<file path="src/rtl/softmax_pkg_16.sv">
// softmax_pkg_16
// Shared definitions for the 16-bit softmax pipeline stages.
//   - 1.7.8 signed fixed-point format widths
//   - sample extremes used for max tracking and exp-safe saturation
//   - frame controller state encoding
// No ports (package).
package softmax_pkg_16;

    // 1.7.8 format: sign + 7 integer bits, 8 fractional bits
    localparam int FMT_INT_BITS  = 8;
    localparam int FMT_FRAC_BITS = 8;
    localparam int FMT_WIDTH     = FMT_INT_BITS + FMT_FRAC_BITS;

    // Most negative sample; seeds the running maximum
    localparam logic [FMT_WIDTH-1:0] SAMPLE_MIN   = 16'h8000;
    // Most positive sample
    localparam logic [FMT_WIDTH-1:0] SAMPLE_MAX   = 16'h7FFF;
    // Lowest value the exp stage may see: its negation of 0x8000 overflows
    localparam logic [FMT_WIDTH-1:0] EXP_SAFE_MIN = 16'h8001;

    // Frame controller state encoding
    localparam logic [2:0] ST_IDLE  = 3'd0;
    localparam logic [2:0] ST_CLEAR = 3'd1;
    localparam logic [2:0] ST_LOAD  = 3'd2;
    localparam logic [2:0] ST_ISSUE = 3'd3;
    localparam logic [2:0] ST_DONE  = 3'd4;
    localparam logic [2:0] ST_DRAIN = 3'd5;

    typedef enum logic [2:0] {
        IDLE  = ST_IDLE,
        CLEAR = ST_CLEAR,
        LOAD  = ST_LOAD,
        ISSUE = ST_ISSUE,
        DONE  = ST_DONE,
        DRAIN = ST_DRAIN
    } ctrlState_t;

endpackage

</file>
<file path="src/rtl/sat_sub_16.sv">
// sat_sub_16
// Combinational signed subtract a - b in 1.7.8 with saturation.
// Results below -0x7FFF clamp to 0x8001 (never 0x8000), results above
// 0x7FFF clamp to 0x7FFF.
// Ports:
//   a_i    in  16  minuend, signed
//   b_i    in  16  subtrahend, signed
//   diff_o out 16  saturated difference
module sat_sub_16
    import softmax_pkg_16::*;
(
    input  logic [FMT_WIDTH-1:0] a_i,
    input  logic [FMT_WIDTH-1:0] b_i,
    output logic [FMT_WIDTH-1:0] diff_o
);

    logic signed [FMT_WIDTH:0] wideDiff;

    // One extra bit holds any difference of two 16-bit signed values exactly
    assign wideDiff = $signed({a_i[FMT_WIDTH-1], a_i}) - $signed({b_i[FMT_WIDTH-1], b_i});

    // Clamp against the sign-extended safe minimum and the positive maximum
    always_comb begin
        diff_o = wideDiff[FMT_WIDTH-1:0];
        if (wideDiff < $signed({1'b1, EXP_SAFE_MIN})) begin
            diff_o = EXP_SAFE_MIN;
        end else if (wideDiff > $signed({1'b0, SAMPLE_MAX})) begin
            diff_o = SAMPLE_MAX;
        end
    end

endmodule

</file>
<file path="src/rtl/exp_frame_ctrl_16.sv">
// exp_frame_ctrl_16
// Frame sequencer in front of the 16-bit exp stage. Buffers one AXI4-Stream
// frame of 1.7.8 logits while tracking the maximum, issues (x - max) one per
// cycle, pulses a done strobe, then waits for the exp stage's last output
// beat before accepting the next frame. The exp stage is cleared through a
// one-cycle active-low pulse before each frame.
// Optional feature macro: EXP_CTRL_STATS_EN adds frame_cnt_o / ovf_cnt_o.
// Ports:
//   clock_i, reset_i            clock, synchronous active-high reset
//   s_axis_data/valid/last_i    input frame stream
//   s_axis_ready_o              high only while loading
//   exp_data_o, exp_data_valid_o issued differences to the exp stage
//   exp_sub_2_done_o            pulse one cycle after the last issue
//   exp_rst_n_o                 active-low clear to the exp stage
//   drain_valid/ready/last_i    monitored exp stage output handshake
//   busy_o                      high whenever not idle
//   overflow_o                  frame had more than max_n beats
//   frame_cnt_o, ovf_cnt_o      (EXP_CTRL_STATS_EN only) frame statistics
module exp_frame_ctrl_16
    import softmax_pkg_16::*;
#(
    parameter int data_size = FMT_WIDTH,
    parameter int max_n     = 10,
    parameter int cnt_w     = 8
)
(
    input  logic                 clock_i,
    input  logic                 reset_i,
    input  logic [data_size-1:0] s_axis_data_i,
    input  logic                 s_axis_valid_i,
    input  logic                 s_axis_last_i,
    output logic                 s_axis_ready_o,
    output logic [data_size-1:0] exp_data_o,
    output logic                 exp_data_valid_o,
    output logic                 exp_sub_2_done_o,
    output logic                 exp_rst_n_o,
    input  logic                 drain_valid_i,
    input  logic                 drain_ready_i,
    input  logic                 drain_last_i,
    output logic                 busy_o,
    output logic                 overflow_o
`ifdef EXP_CTRL_STATS_EN
    ,
    output logic [15:0]          frame_cnt_o,
    output logic [7:0]           ovf_cnt_o
`endif
);

    localparam int IDX_W = (max_n > 1) ? $clog2(max_n) : 1;

    ctrlState_t           state_q, state_d;
    logic [cnt_w-1:0]     wrCnt_q, rdCnt_q;
    logic [data_size-1:0] max_q;
    logic [data_size-1:0] sampleBuf_q [max_n];
    logic [data_size-1:0] expData_q;
    logic                 expValid_q, done_q, expRstN_q, ready_q, busy_q, overflow_q;

    logic                 accept, bufFull, lastRead, drainDone;
    logic [IDX_W-1:0]     wrIdx, rdIdx;
    logic [data_size-1:0] rdSample, issueDiff;

    assign accept    = ready_q & s_axis_valid_i;
    assign bufFull   = (wrCnt_q == cnt_w'(max_n));
    assign lastRead  = (rdCnt_q == wrCnt_q - cnt_w'(1));
    assign drainDone = drain_valid_i & drain_ready_i & drain_last_i;
    assign wrIdx     = wrCnt_q[IDX_W-1:0];
    assign rdIdx     = rdCnt_q[IDX_W-1:0];
    assign rdSample  = sampleBuf_q[rdIdx];

    sat_sub_16 u_satSub (
        .a_i    (rdSample),
        .b_i    (max_q),
        .diff_o (issueDiff)
    );

    // Next-state decode; the registered outputs below are derived from it
    always_comb begin
        state_d = state_q;
        case (state_q)
            IDLE:    if (s_axis_valid_i) state_d = CLEAR;
            CLEAR:   state_d = LOAD;
            LOAD:    if (accept && s_axis_last_i) state_d = ISSUE;
            ISSUE:   if (lastRead) state_d = DONE;
            DONE:    state_d = DRAIN;
            DRAIN:   if (drainDone) state_d = IDLE;
            default: state_d = IDLE;
        endcase
    end

    // Sample storage; contents are only meaningful below wrCnt_q so no reset
    always_ff @(posedge clock_i) begin
        if (accept && !bufFull) begin
            sampleBuf_q[wrIdx] <= s_axis_data_i;
        end
    end

    // Control FSM with registered outputs. Level outputs follow the next
    // state so they line up with the state register; issue data, valid and
    // the done strobe are produced one cycle after the state that owns them.
    always_ff @(posedge clock_i) begin
        if (reset_i) begin
            state_q    <= IDLE;
            wrCnt_q    <= '0;
            rdCnt_q    <= '0;
            max_q      <= SAMPLE_MIN;
            expData_q  <= '0;
            expValid_q <= 1'b0;
            done_q     <= 1'b0;
            expRstN_q  <= 1'b0;
            ready_q    <= 1'b0;
            busy_q     <= 1'b0;
            overflow_q <= 1'b0;
        end else begin
            state_q    <= state_d;
            ready_q    <= (state_d == LOAD);
            busy_q     <= (state_d != IDLE);
            expRstN_q  <= (state_d != CLEAR);
            expValid_q <= 1'b0;
            done_q     <= 1'b0;
            case (state_q)
                CLEAR: begin
                    wrCnt_q    <= '0;
                    rdCnt_q    <= '0;
                    overflow_q <= 1'b0;
                    max_q      <= SAMPLE_MIN;
                end
                LOAD: begin
                    if (accept) begin
                        if (!bufFull) begin
                            wrCnt_q <= wrCnt_q + cnt_w'(1);
                            if ($signed(s_axis_data_i) > $signed(max_q)) begin
                                max_q <= s_axis_data_i;
                            end
                        end else begin
                            overflow_q <= 1'b1;
                        end
                    end
                end
                ISSUE: begin
                    expData_q  <= issueDiff;
                    expValid_q <= 1'b1;
                    rdCnt_q    <= rdCnt_q + cnt_w'(1);
                end
                DONE: begin
                    done_q <= 1'b1;
                end
                default: begin
                end
            endcase
        end
    end

`ifdef EXP_CTRL_STATS_EN
    logic [15:0] frameCnt_q;
    logic [7:0]  ovfCnt_q;

    // Frames are counted when the exp stage has fully drained them
    always_ff @(posedge clock_i) begin
        if (reset_i) begin
            frameCnt_q <= '0;
            ovfCnt_q   <= '0;
        end else if (state_q == DRAIN && drainDone) begin
            frameCnt_q <= frameCnt_q + 16'd1;
            if (overflow_q && ovfCnt_q != 8'hFF) begin
                ovfCnt_q <= ovfCnt_q + 8'd1;
            end
        end
    end

    assign frame_cnt_o = frameCnt_q;
    assign ovf_cnt_o   = ovfCnt_q;
`endif

    assign s_axis_ready_o   = ready_q;
    assign exp_data_o       = expData_q;
    assign exp_data_valid_o = expValid_q;
    assign exp_sub_2_done_o = done_q;
    assign exp_rst_n_o      = expRstN_q;
    assign busy_o           = busy_q;
    assign overflow_o       = overflow_q;

endmodule

</file>
<file path="config.mk">
export PLATFORM = sky130hd
export DESIGN_NAME = exp_frame_ctrl_16
export DESIGN_NICKNAME = d
export VERILOG_FILES = /design/src/rtl/softmax_pkg_16.sv /design/src/rtl/sat_sub_16.sv /design/src/rtl/exp_frame_ctrl_16.sv
export SDC_FILE = /design/constraint.sdc
export NUM_CORES = 1
export LEC_CHECK = 0
export CORE_ASPECT_RATIO = 0.5
export CORE_UTILIZATION = 53
export CTS_BUF_LIST = sky130_fd_sc_hd__clkbuf_4
export CTS_CLUSTER_SIZE = 30
export DETAILED_ROUTE_END_ITERATION = 8
export PLACE_DENSITY = 0.8
export SYNTH_ARGS = -nofsm -noshare
export SYNTH_HDL_FRONTEND = slang
export SYNTH_SLANG_ARGS = --single-unit
</file>
<file path="constraint.sdc">
create_clock -name clock_i -period 7.09 [get_ports clock_i]
set_input_delay 1.0635 -clock clock_i [delete_from_list [all_inputs] [get_ports clock_i]]
set_output_delay 1.0635 -clock clock_i [all_outputs]
set_load 0.01 [all_outputs]
</file>
# Word level (Yosys, flattened, before mapping)
# Memories as Yosys holds them, arrays and structs flattened. A register that Yosys moved wholly into a read port is not among the register bits.
# Cells that the tools add are included.
# Widths: inputs -> output; s select.
# totals
register_bits,57
mem_bits_rw,160
inputBits,23
n_memories,1
# op_classes
add_sub_neg,4
n_lt_le_gt_ge,3
n_eq_ne,13
muxes,24
bitwise,3
reduce_logical,10
# mem_list
name,depth,word_bits,read_ports,rd_ports_with_merged_regs,wr,line_no,source
sampleBuf_q,10,16,1,1,1,exp_frame_ctrl_16.sv:54,logic [data_size-1:0] sampleBuf_q [max_n];
# ops
operator,count
$mux 16,5
$pmux 16 s2,1
$pmux 8 s2,2
$pmux 3 s6,1
$gt 17x16->1 const B,1
$lt 17x16->1 const B,1
$sub 16x16->17,1
$add 8x1->8 const B,2
$gt 16x16->1,1
$mux 8,2
$mux 3,4
$eq 3x2->1 const B,3
$eq 8x4->1 const B,1
$eq 8x8->1,1
$mux 4,2
$ne 2x2->1 const B,4
$sub 8x1->8 const B,1
$eq 3x3->1 const B,2
$mux 1,6
$reduce_and 3->1,2
$reduce_and 4->1,1
$reduce_bool 2->1,2
$and 1x1->1,3
$eq 3x1->1 const B,1
other kinds (6),7

# Depth between registers and ports, before layout
# Gate-level depths: netlist of run 1.
# depth
ltp_word,5
mapped_depth,17
ltp_nobuf,15

# By module
# From an unflattened synthesis of run 1, not the netlist that was laid out.
# hier_totals
hier_cells,865
area_unflattened_um2,10644.0
# modules_own_cells
module,instances,cells_per_inst,area_per_inst_um2
exp_frame_ctrl_16,1,661,9230.1
sat_sub_16,1,204,1413.9

# Worst setup path after synthesis of run 1
# No wires, ideal clock.
# synth_timing
path_type,register to register
from,register with a tool-made name
to,"register expData_q[10], in the netlist exp_data_o[10]"
setup_time_ps,122
t_arrival_ps,4780
t_required_ps,6968
slack_ps,2189
stages_incl_launch_ff,16
path_buffers,2
synth_period_minus_slack_ps,4901
cell_sequence,dfxtp_1 -> buf_1 -> buf_1 -> mux4_2 -> a211oi_1 -> a21oi_1 -> ha_1 -> a21o_1 -> or3_4 -> nor2_2 -> o31ai_2 -> and4b_1 -> or4_4 -> nand4b_4 -> a21o_4 -> a221o_1
# synth_rtl
item,line_no,source
to (signal assigned),exp_frame_ctrl_16.sv:140,expData_q <= issueDiff;
to (decl),exp_frame_ctrl_16.sv:55,logic [data_size-1:0] expData_q;

==> flow_metrics.py, run 1 <==
metrics = {
    "floorplanning": {
        "core_sq_um": 18700,
        "rows": 35,
        "die_x_um": 198,
        "start_util_pct": 54.8,
        "ioPinCount": 45,
        "dieHeight_um": 100,
        "dieArea_sq_um": 19900,
    },
    "setup_path": {
        "startpoint_type": "flop",
        "cpPeakStageDelay_ns": 0.89,
        "cp-end-kind": "flop",
        "cp_data_arrival_time_ns": 5.89,
        "rr_endpoint": "exp_data_o[4]$_SDFFE_PP0P_",
        "regToRegSetupSlack_ns": 1.76,
        "crit_top_cell": "a21oi_1",
        "cp_slowest_cell": "a21oi_1",
        "crit_required_ns": 7.65,
        "crit_chain": "buf_4, buf_4, mux4_2, nor2b_1, a211oi_1, a21oi_1, ha_1, nand3_1, nor2_1, o21ai_0, nand4_1, a21oi_1, a21oi_1, and3_1, a21o_1, a31o_1",
        "worstRegToRegCells": 16,
        "path_class": "reg -> reg",
        "crit_path_end": "exp_data_o[4]$_SDFFE_PP0P_",
        "path_max_fanout": 20,
    },
    "min_path": {
        "hold_path.class": "reg -> reg",
        "hold_depth": 1,
    },
    "synthesis": {
        "synth_edf_count": 160,
        "synth.distinct_cells": 70,
        "synth_area_sq_um": 10200,
        "ys_ff_latch": 221,
        "syn_nets": 832,
        "yosysWarnings": 0,
        "ys.flop_type": "edfxtp_1",
        "async_reset_ff_share_pct": 0,
        "syn_area_per_cell_sq_um": 13.3,
        "synth-seq-area-share_pct": 59.0,
        "syn_inst": 771,
    },
    "placement": {
        "port-buffer-count": 44,
        "place_hpwl_um": 15000,
        "gp_congestion": 0.885,
    },
    "drt": {
        "drc": 0,
        "drtIter0Drc": 598,
        "num_vias": 6680,
        "drtPass1Iterations": 4,
        "routed_wl_um": 22400,
        "ant_nets": 0,
        "wire_per_inst_um": 19.9,
        "vias_per_cell": 5.93,
    },
    "clock_network": {
        "cts_tree": "built",
        "hold_buffers": 0,
        "clock_sinks": 221,
        "cts_resized": 0,
        "htreeDepth": 2,
        "cts_buffers": 50,
        "postCtsSetupRepairBufs": 0,
        "insertion_delay_ns": 0.64,
        "clk_path_buf_depth": 3,
        "cts_root_buf": "clkbuf_4",
        "clkTransAtPathRegs_ns": 0.07,
    },
    "power": {
        "ir_drop_mv": 0.141,
        "power_density_nw_per_um2": 241,
        "p_leak_uw": 0.00390,
    },
    "global_route": {
        "globalRouteOverflowTotal": 0,
        "antenna_found_initial": 1,
        "grt_max_degree": 57,
        "grt_pass1_vias": 6663,
        "grt_use_total_pct": 23.3,
        "grt_first_pass_wirelength_um": 35300,
    },
    "sta": {
        "clock_skew_ns": 0.0383,
        "worstMarginPinSlew_ns": 1.31,
        "rsz0062_at_grt": "false",
        "final-max-slew-violation-count": 0,
        "setup_viol": 0,
        "hold_viol_final": 0,
        "fin_crit_ns": 5.33,
        "max_freq_mhz": 188,
        "hold_slack_ns": 0.494,
        "fin_crit_sh_pct": 75.2,
        "relSlewSlack_pct": 12.5,
        "tns_ns": 0,
    },
    "layout": {
        "final_nets": 889,
        "post-route-util_pct": 62.1,
        "drive_gt1_share_pct": 16.3,
        "area_growth_syn_to_layout_pct": 13.3,
    },
    "flow_run": {
        "maxCapViolations": 0,
    },
    "outcome": {
        "status": "complete, no violations",
    },
}
## kinds of logic after synthesis
logic type	synth area share, %
simple gates	12.1
mux	9.03
fa+ha+maj	4.92
flops	59.0
compound gates	9.98
xor+xnor	2.31
buf+inv	2.69
## sequential cells by signal (all words and copies together) (netlist names), named ones only
signal and flops:
overflow_o 1, exp_sub_2_done_o 1, max_q 16, s_axis_ready_o 1
rdCnt_q 8, exp_data_valid_o 1, exp_rst_n_o 1, exp_data_o 16
state_q 3, wrCnt_q 8, busy_o 1, sampleBuf_q 160
## synthesized netlist by cell type, types with 7 or more instances
cell type | number | area [sq um]
ha_1 | 37 | 463
o21ai_0 | 14 | 70.1
o31ai_1 | 16 | 120
nand4_1 | 13 | 81.3
nand2b_1 | 8 | 50.1
a21oi_1 | 45 | 225
mux2i_1 | 18 | 180
nor3_1 | 8 | 40.0
nand3_1 | 17 | 85.1
edfxtp_1 | 160 | 4800
xor2_1 | 13 | 114
a211oi_1 | 21 | 158
xnor2_1 | 14 | 123
nor2_1 | 44 | 165
a221o_1 | 7 | 70.1
mux4_2 | 32 | 721
clkbuf_1 | 34 | 128
inv_1 | 25 | 93.8
nand2_1 | 25 | 93.8
a21o_1 | 9 | 67.6
nand4b_1 | 14 | 123
nor2b_1 | 19 | 119
dfxtp_1 | 61 | 1220
buf_1 | 7 | 26.3
a31oi_1 | 7 | 43.8
o21ai_1 | 7 | 35.0
and2_1 | 9 | 56.3
and3_1 | 13 | 81.3
## worst min-delay path by stage
stage	from	end	slack, ns
finish	exp_data_o[10]$_SDFFE_PP0P_	exp_data_o[10]$_SDFFE_PP0P_	0.49
global route	exp_data_o[8]$_SDFFE_PP0P_	exp_data_o[8]$_SDFFE_PP0P_	0.51
global placement	exp_data_o[12]$_SDFFE_PP0P_	exp_data_o[12]$_SDFFE_PP0P_	0.47
detailed placement	exp_data_o[14]$_SDFFE_PP0P_	exp_data_o[14]$_SDFFE_PP0P_	0.48
CTS	exp_data_o[14]$_SDFFE_PP0P_	exp_data_o[14]$_SDFFE_PP0P_	0.50
floorplan	max_q[11]$_SDFFE_PP0P_	max_q[11]$_SDFFE_PP0P_	0.48
## where the power goes
group	leakage [uW]	internal [uW]	total, uW	switching [uW]
Combinational	0.00156	119	276	157
Sequential	0.00193	1390	1410	15.3
Clock	0.000410	601	1100	500
## area by class of cell
class	count	area, sq um
flip-flops and latches	221	6030
well taps	259	324
inverters	25	93.8
multi-input cells	479	3930
fillers	1446	7070
clock inverters	15	144
clock buffers	76	571
repair buffers	51	488
diodes	1	2.50
## layout by cell type, fill, tap and decap left out, drive strengths merged, types with 18 or more instances in the layout
master | netlist | layout
a21oi | 46 | 46
o21ai | 21 | 21
dfxtp | 61 | 61
nand2 | 25 | 25
mux2i | 18 | 18
nor2b | 19 | 19
inv | 25 | 25
clkdlybuf4s50 | 0 | 43
nor2 | 45 | 45
edfxtp | 160 | 160
a211oi | 21 | 21
ha | 37 | 37
clkbuf | 34 | 76
mux4 | 32 | 32
## metrics by stage
step	setup WS, ns	instances	total power [uW]	cell area [sq um]
after floorplan	2.19	771	1620	10200
after global placement	2.00	1035	1700	10900
after detailed placement	1.81	1035	1710	10900
after CTS	1.75	1126	2800	11600
after global routing	1.26	1127	2900	11600
final	1.76	1127	2790	11600
## per-layer routing
layer  global-route usage, %  share of wire, %  up-vias
met3                    4.87               5.4       36
li1                        -                 -     3127
met2                    38.1                47      191
met1                    32.2                46     3326
met5                       0                 0        -
met4                    5.72               1.6        0
## worst max-delay path, delay by kind of cell (launching register included)
kind            cells  cell delay [ns]
compound gates      7             1.68
simple gates        5             1.11
flops               1             0.80
buf+inv             2             0.68
mux                 1             0.50
fa+ha+maj           1             0.47
(Power assumes the default switching activity.)
==> inputs of run 2 (changes only) <==
--- a/config.mk
+++ b/config.mk
@@ -10,7 +10,7 @@
 export CTS_BUF_LIST = sky130_fd_sc_hd__clkbuf_4
 export CTS_CLUSTER_SIZE = 30
 export DETAILED_ROUTE_END_ITERATION = 8
-export PLACE_DENSITY = 0.8
+export PLACE_DENSITY = 0.83
 export SYNTH_ARGS = -nofsm -noshare
 export SYNTH_HDL_FRONTEND = slang
 export SYNTH_SLANG_ARGS = --single-unit
==> constraint.sdc (replaced) <==
create_clock -name clock_i -period 4.7 [get_ports clock_i]
set_input_delay 0.705 -clock clock_i [delete_from_list [all_inputs] [get_ports clock_i]]
set_output_delay 0.705 -clock clock_i [all_outputs]
set_load 0.01 [all_outputs]
==> flow_metrics.py, run 2 (synthesized netlist as in run 1, its figures left out) <==
metrics = {
    "setup_path": {
        "crit_required_ns": 5.27,
        "path_class": "reg -> reg",
        "cp_data_arrival_time_ns": 5.17,
        "path_max_fanout": 7,
        "startpoint_type": "flop",
        "cp-end-kind": "flop",
    },
    "power": {
        "power_frac_seq_pct": 52.3,
        "ir_drop_mv": 0.153,
        "p_leak_uw": 0.00397,
        "pwr-share-clk_pct": 36.6,
        "intPower_uw": 3050,
        "p_sw_share_pct": 24.8,
        "power_density_nw_per_um2": 347,
        "p_switching_uw": 1010,
        "comb_power_share_pct": 11.1,
    },
    "layout": {
        "mostFrequentLayoutCells": "160 x edfxtp_1, 77 x clkbuf_4, 60 x dfxtp_1",
        "final_nets": 907,
        "largest_register_ffs": 160,
        "fill_cells": 1367,
        "layoutNonFillerInstCount": 1144,
        "largest-register": "sampleBuf_q",
        "drive_gt1_share_pct": 18.0,
        "layout_commonest_cell": "edfxtp_1",
        "area_growth_syn_to_layout_pct": 14.2,
        "final_area_sq_um": 11700,
        "post-route-util_pct": 62.6,
    },
    "sta": {
        "clock_skew_ns": 0.0539,
        "fin_crit_ns": 4.60,
        "hold_viol_final": 0,
        "setup_viol": 0,
        "tns_ns": 0,
        "final-max-slew-violation-count": 0,
        "fin_crit_sh_pct": 97.9,
        "worstMarginPinSlew_ns": 1.10,
        "max_freq_mhz": 217,
        "relSlewSlack_pct": 26.5,
    },
    "min_path": {
        "hold_path.class": "reg -> reg",
        "hp-start": "exp_data_o[12]$_SDFFE_PP0P_",
    },
    "clock_network": {
        "clk_path_buf_depth": 3,
        "cts_tree": "built",
        "cts_root_buf": "clkbuf_4",
        "clkTransAtPathRegs_ns": 0.08,
        "hold_buffers": 0,
        "insertion_delay_ns": 0.66,
        "htreeDepth": 2,
        "cts_buffers": 50,
        "clock_sinks": 221,
    },
    "floorplanning": {
        "dieHeight_um": 100,
        "dieArea_sq_um": 19900,
        "start_util_pct": 54.8,
        "die_x_um": 198,
        "core_sq_um": 18700,
        "rows": 35,
        "ioPinCount": 45,
    },
    "placement": {
        "port-buffer-count": 44,
        "gp_congestion": 0.929,
        "dp.cells": 1053,
        "place_hpwl_um": 14900,
        "place_area_sq_um": 11000,
    },
    "global_route": {
        "grt_pass1_vias": 6893,
        "grt_first_pass_wirelength_um": 36000,
        "globalRouteOverflowTotal": 0,
        "antenna_found_initial": 1,
        "grt_max_degree": 56,
        "grt_use_total_pct": 23.9,
    },
    "drt": {
        "drtIter0Drc": 588,
        "drc": 0,
        "drtPass1Iterations": 7,
        "ant_nets": 0,
        "num_vias": 6901,
        "wire_per_inst_um": 20.1,
        "vias_per_cell": 6.03,
        "routed_wl_um": 23100,
    },
    "outcome": {
        "status": "complete, no violations",
    },
    "flow_run": {
        "maxCapViolations": 0,
    },
}
==> run 2: cell types whose count changed in the layout (fill, tap and decap cells not counted), moves of 2 or more <==
cell,previous run,this run
buf_4,7,23
bufinv_16,3,0
buf_12,0,2
clkinvlp_4,2,0
==> run 2: metrics by stage <==
step | power [uW] | hold slack (ns) | setup WS, ns
finish | 4050 | 0.488 | 0.0974
global route | 4210 | 0.515 | -0.121
CTS | 4070 | 0.492 | 0.204
detailed placement | 2600 | 0.470 | 0.223
global placement | 2580 | 0.470 | 0.337
floorplan | 2450 | 0.476 | 0.0248
==> run 2: timing repair <==
item,4_1_cts,5_1_grt
setup buffers,0,0
setup endpoints to repair,0,8
hold endpoints to repair,0,0
resized for setup,0,4
==> run 2: critical path: stages (launching register included) <==
cell and delay, ns:
dfxtp_4 0.43, mux4_2 0.52, mux2_2 0.29, o21ai_0 0.18, ha_1 0.19, inv_1 0.05
fa_1 0.40, a21o_1 0.20, and4_1 0.23, or3_1 0.35, a2111oi_1 0.51, nand4_1 0.18
nand3b_1 0.21, or4b_1 0.51, o21ai_1 0.14, o211a_1 0.15
==> run 2: power groups by stage <==
stage	clock network (uW)	registers (uW)	logic [uW]
3_5_place_dp	0	2160	436
5_1_grt	1600	2120	486
4_1_cts	1510	2120	440
2_1_floorplan	0	2160	292
6_report	1490	2120	449
3_3_place_gp	0	2160	424
==> run 2: cell type report <==
type	instances	area, sq um	area share [%]
flip-flops and latches	221	6030	51.7
multi-input cells	479	3940	33.8
repair buffers	69	648	5.55
clock buffers	77	578	4.95
well taps	259	324	2.78
inverters	25	93.8	0.804
clock inverters	13	55.1	0.472
diodes	1	2.50	0.0214
==> run 2: metal layers <==
metal  track usage [%]  wire [um]  vias to the layer above
li1                  -          -                     3164
met1              32.9       9960                     3382
met2              37.9      10700                      302
met3              5.01       1820                       53
met4              8.65        520                        0
met5                 0          0                        -
==> run 2: final timing paths <==
check / slack (ns) / to / cells past startpoint
worst min register to register: 0.49 / exp_data_o[12]$_SDFFE_PP0P_ / 1
worst max-delay path: 0.1 / exp_data_o[0]$_SDFFE_PP0P_ / 15
worst max register to register: 0.1 / exp_data_o[0]$_SDFFE_PP0P_ / 15
worst min-delay path: 0.49 / exp_data_o[12]$_SDFFE_PP0P_ / 1
==> inputs of run 3 (changes only) <==
--- a/config.mk
+++ b/config.mk
@@ -6,11 +6,11 @@
 export NUM_CORES = 1
 export LEC_CHECK = 0
 export CORE_ASPECT_RATIO = 0.5
-export CORE_UTILIZATION = 53
+export CORE_UTILIZATION = 45
 export CTS_BUF_LIST = sky130_fd_sc_hd__clkbuf_4
 export CTS_CLUSTER_SIZE = 30
 export DETAILED_ROUTE_END_ITERATION = 8
-export PLACE_DENSITY = 0.83
+export PLACE_DENSITY = 0.74
 export SYNTH_ARGS = -nofsm -noshare
 export SYNTH_HDL_FRONTEND = slang
 export SYNTH_SLANG_ARGS = --single-unit
==> flow_metrics.py, run 3 (synthesized netlist as in run 1, its figures left out) <==
metrics = {
    "clock_network": {
        "clock_sinks": 221,
        "clk_path_buf_depth": 3,
        "htreeDepth": 2,
        "insertion_delay_ns": 0.66,
        "cts_root_buf": "clkbuf_4",
        "cts_tree": "built",
        "clkTransAtPathRegs_ns": 0.07,
        "cts_buffers": 50,
    },
    "layout": {
        "mostFrequentLayoutCells": "160 x edfxtp_1, 74 x clkbuf_4, 60 x dfxtp_1",
        "layout_commonest_cell": "edfxtp_1",
        "final_nets": 917,
        "largest_register_ffs": 160,
        "largest-register": "sampleBuf_q",
        "fill_cells": 1823,
        "area_growth_syn_to_layout_pct": 15.5,
        "drive_gt1_share_pct": 18.9,
    },
    "setup_path": {
        "crit_required_ns": 5.28,
        "cp-end-kind": "flop",
        "path_class": "reg -> reg",
        "path_max_fanout": 6,
        "cp_data_arrival_time_ns": 5.00,
        "startpoint_type": "flop",
    },
    "sta": {
        "worstMarginPinSlew_ns": 1.11,
        "fin_ws_ns": 0.280,
        "max_freq_mhz": 226,
        "rsz0062_at_grt": "false",
        "tns_ns": 0,
        "final-max-slew-violation-count": 0,
        "fin_crit_sh_pct": 94.1,
        "hold_slack_ns": 0.484,
        "hold_viol_final": 0,
        "setup_viol": 0,
        "fin_crit_ns": 4.42,
        "relSlewSlack_pct": 25.9,
        "clock_skew_ns": 0.0485,
    },
    "drt": {
        "ant_nets": 0,
        "drtPass1Iterations": 5,
        "num_vias": 6759,
        "drtIter0Drc": 610,
        "drc": 0,
        "routed_wl_um": 23000,
        "vias_per_cell": 5.67,
        "wire_per_inst_um": 19.3,
    },
    "power": {
        "p_leak_uw": 0.00401,
        "fin_total_pwr_uw": 4030,
        "ir_drop_mv": 0.139,
        "power_density_nw_per_um2": 341,
    },
    "global_route": {
        "use_met3_pct": 3.77,
        "grt_first_pass_wirelength_um": 35800,
        "use_met2_pct": 31.8,
        "met1_usage_pct": 27.8,
        "grt_use_total_pct": 19.9,
        "grt_max_degree": 56,
        "antenna_found_initial": 1,
        "grt_pass1_vias": 6652,
        "globalRouteOverflowTotal": 0,
        "grt_busiest_layer": "met2",
    },
    "floorplanning": {
        "ioPinCount": 45,
        "rows": 38,
        "dieHeight_um": 109,
        "start_util_pct": 46.5,
        "core_sq_um": 22000,
        "dieArea_sq_um": 23400,
        "die_x_um": 215,
    },
    "outcome": {
        "status": "complete, no violations",
    },
    "min_path": {
        "hp-start": "overflow_o$_SDFFE_PP0P_",
        "hold_path.class": "reg -> reg",
    },
    "placement": {
        "port-buffer-count": 44,
        "dp_slack_ns": 0.145,
        "gp_congestion": 0.935,
        "place_hpwl_um": 15000,
    },
    "flow_run": {
        "maxCapViolations": 0,
    },
}
[run 3: stage by stage]
stage / instance area, sq um / util (%) / std cells
after detailed placement: 11100 / 50.6 / 1100
after floorplan: 10200 / - / 771
final: 11800 / 53.8 / 1192
after global routing: 11800 / 53.8 / 1192
after CTS: 11700 / 53.4 / 1185
after global placement: 11100 / 50.6 / 1100
[run 3: path summary, 6_finish.rpt]
kind	endpoint	slack (ns)	cells past startpoint
worst min-delay path	overflow_o$_SDFFE_PP0P_	0.48	2
worst max register to register	exp_data_o[0]$_SDFFE_PP0P_	0.28	15
worst min register to register	overflow_o$_SDFFE_PP0P_	0.48	2
worst max-delay path	exp_data_o[0]$_SDFFE_PP0P_	0.28	15
[run 3: final cells by class]
type | count | area (sq um) | area share [%]
tap | 300 | 375 | 3.18
sequential | 221 | 6030 | 51.1
clock inverter | 11 | 51.3 | 0.434
timing repair buffer | 79 | 744 | 6.30
multi-input combinational | 479 | 3950 | 33.5
inverter | 25 | 93.8 | 0.795
clock buffer | 74 | 556 | 4.70
antenna | 3 | 7.51 | 0.0636
[run 3: per-layer routing]
metal / vias to the layer above / wire length (um)
li1: 3184 / -
met1: 3345 / 10700
met5: - / 0
met4: 0 / 327
met3: 33 / 1310
met2: 197 / 10600
[run 3: timing repair]
item | CTS | global route
hold buffers | 0 | 0
setup buffers | 0 | 3
endpoints found under the setup margin | 0 | 10
gates resized for setup | 0 | 7
[run 3: power breakdown]
part,total (uW),switching [uW],internal (uW)
clock network,1450,729,718
logic,467,257,211
registers,2120,14.8,2100
total,4030,1000,3030
[run 3: worst max-delay path: stages (launching register included)]
cell,delay (ns)
dfxtp_4,0.41
mux4_2,0.50
mux2_2,0.28
o21ai_1,0.16
ha_1,0.19
inv_1,0.05
fa_1,0.40
a21o_1,0.22
and4_1,0.24
or3_1,0.35
a2111oi_2,0.37
nand4_1,0.17
nand3b_1,0.19
or4b_1,0.52
o21ai_1,0.14
o211a_1,0.15
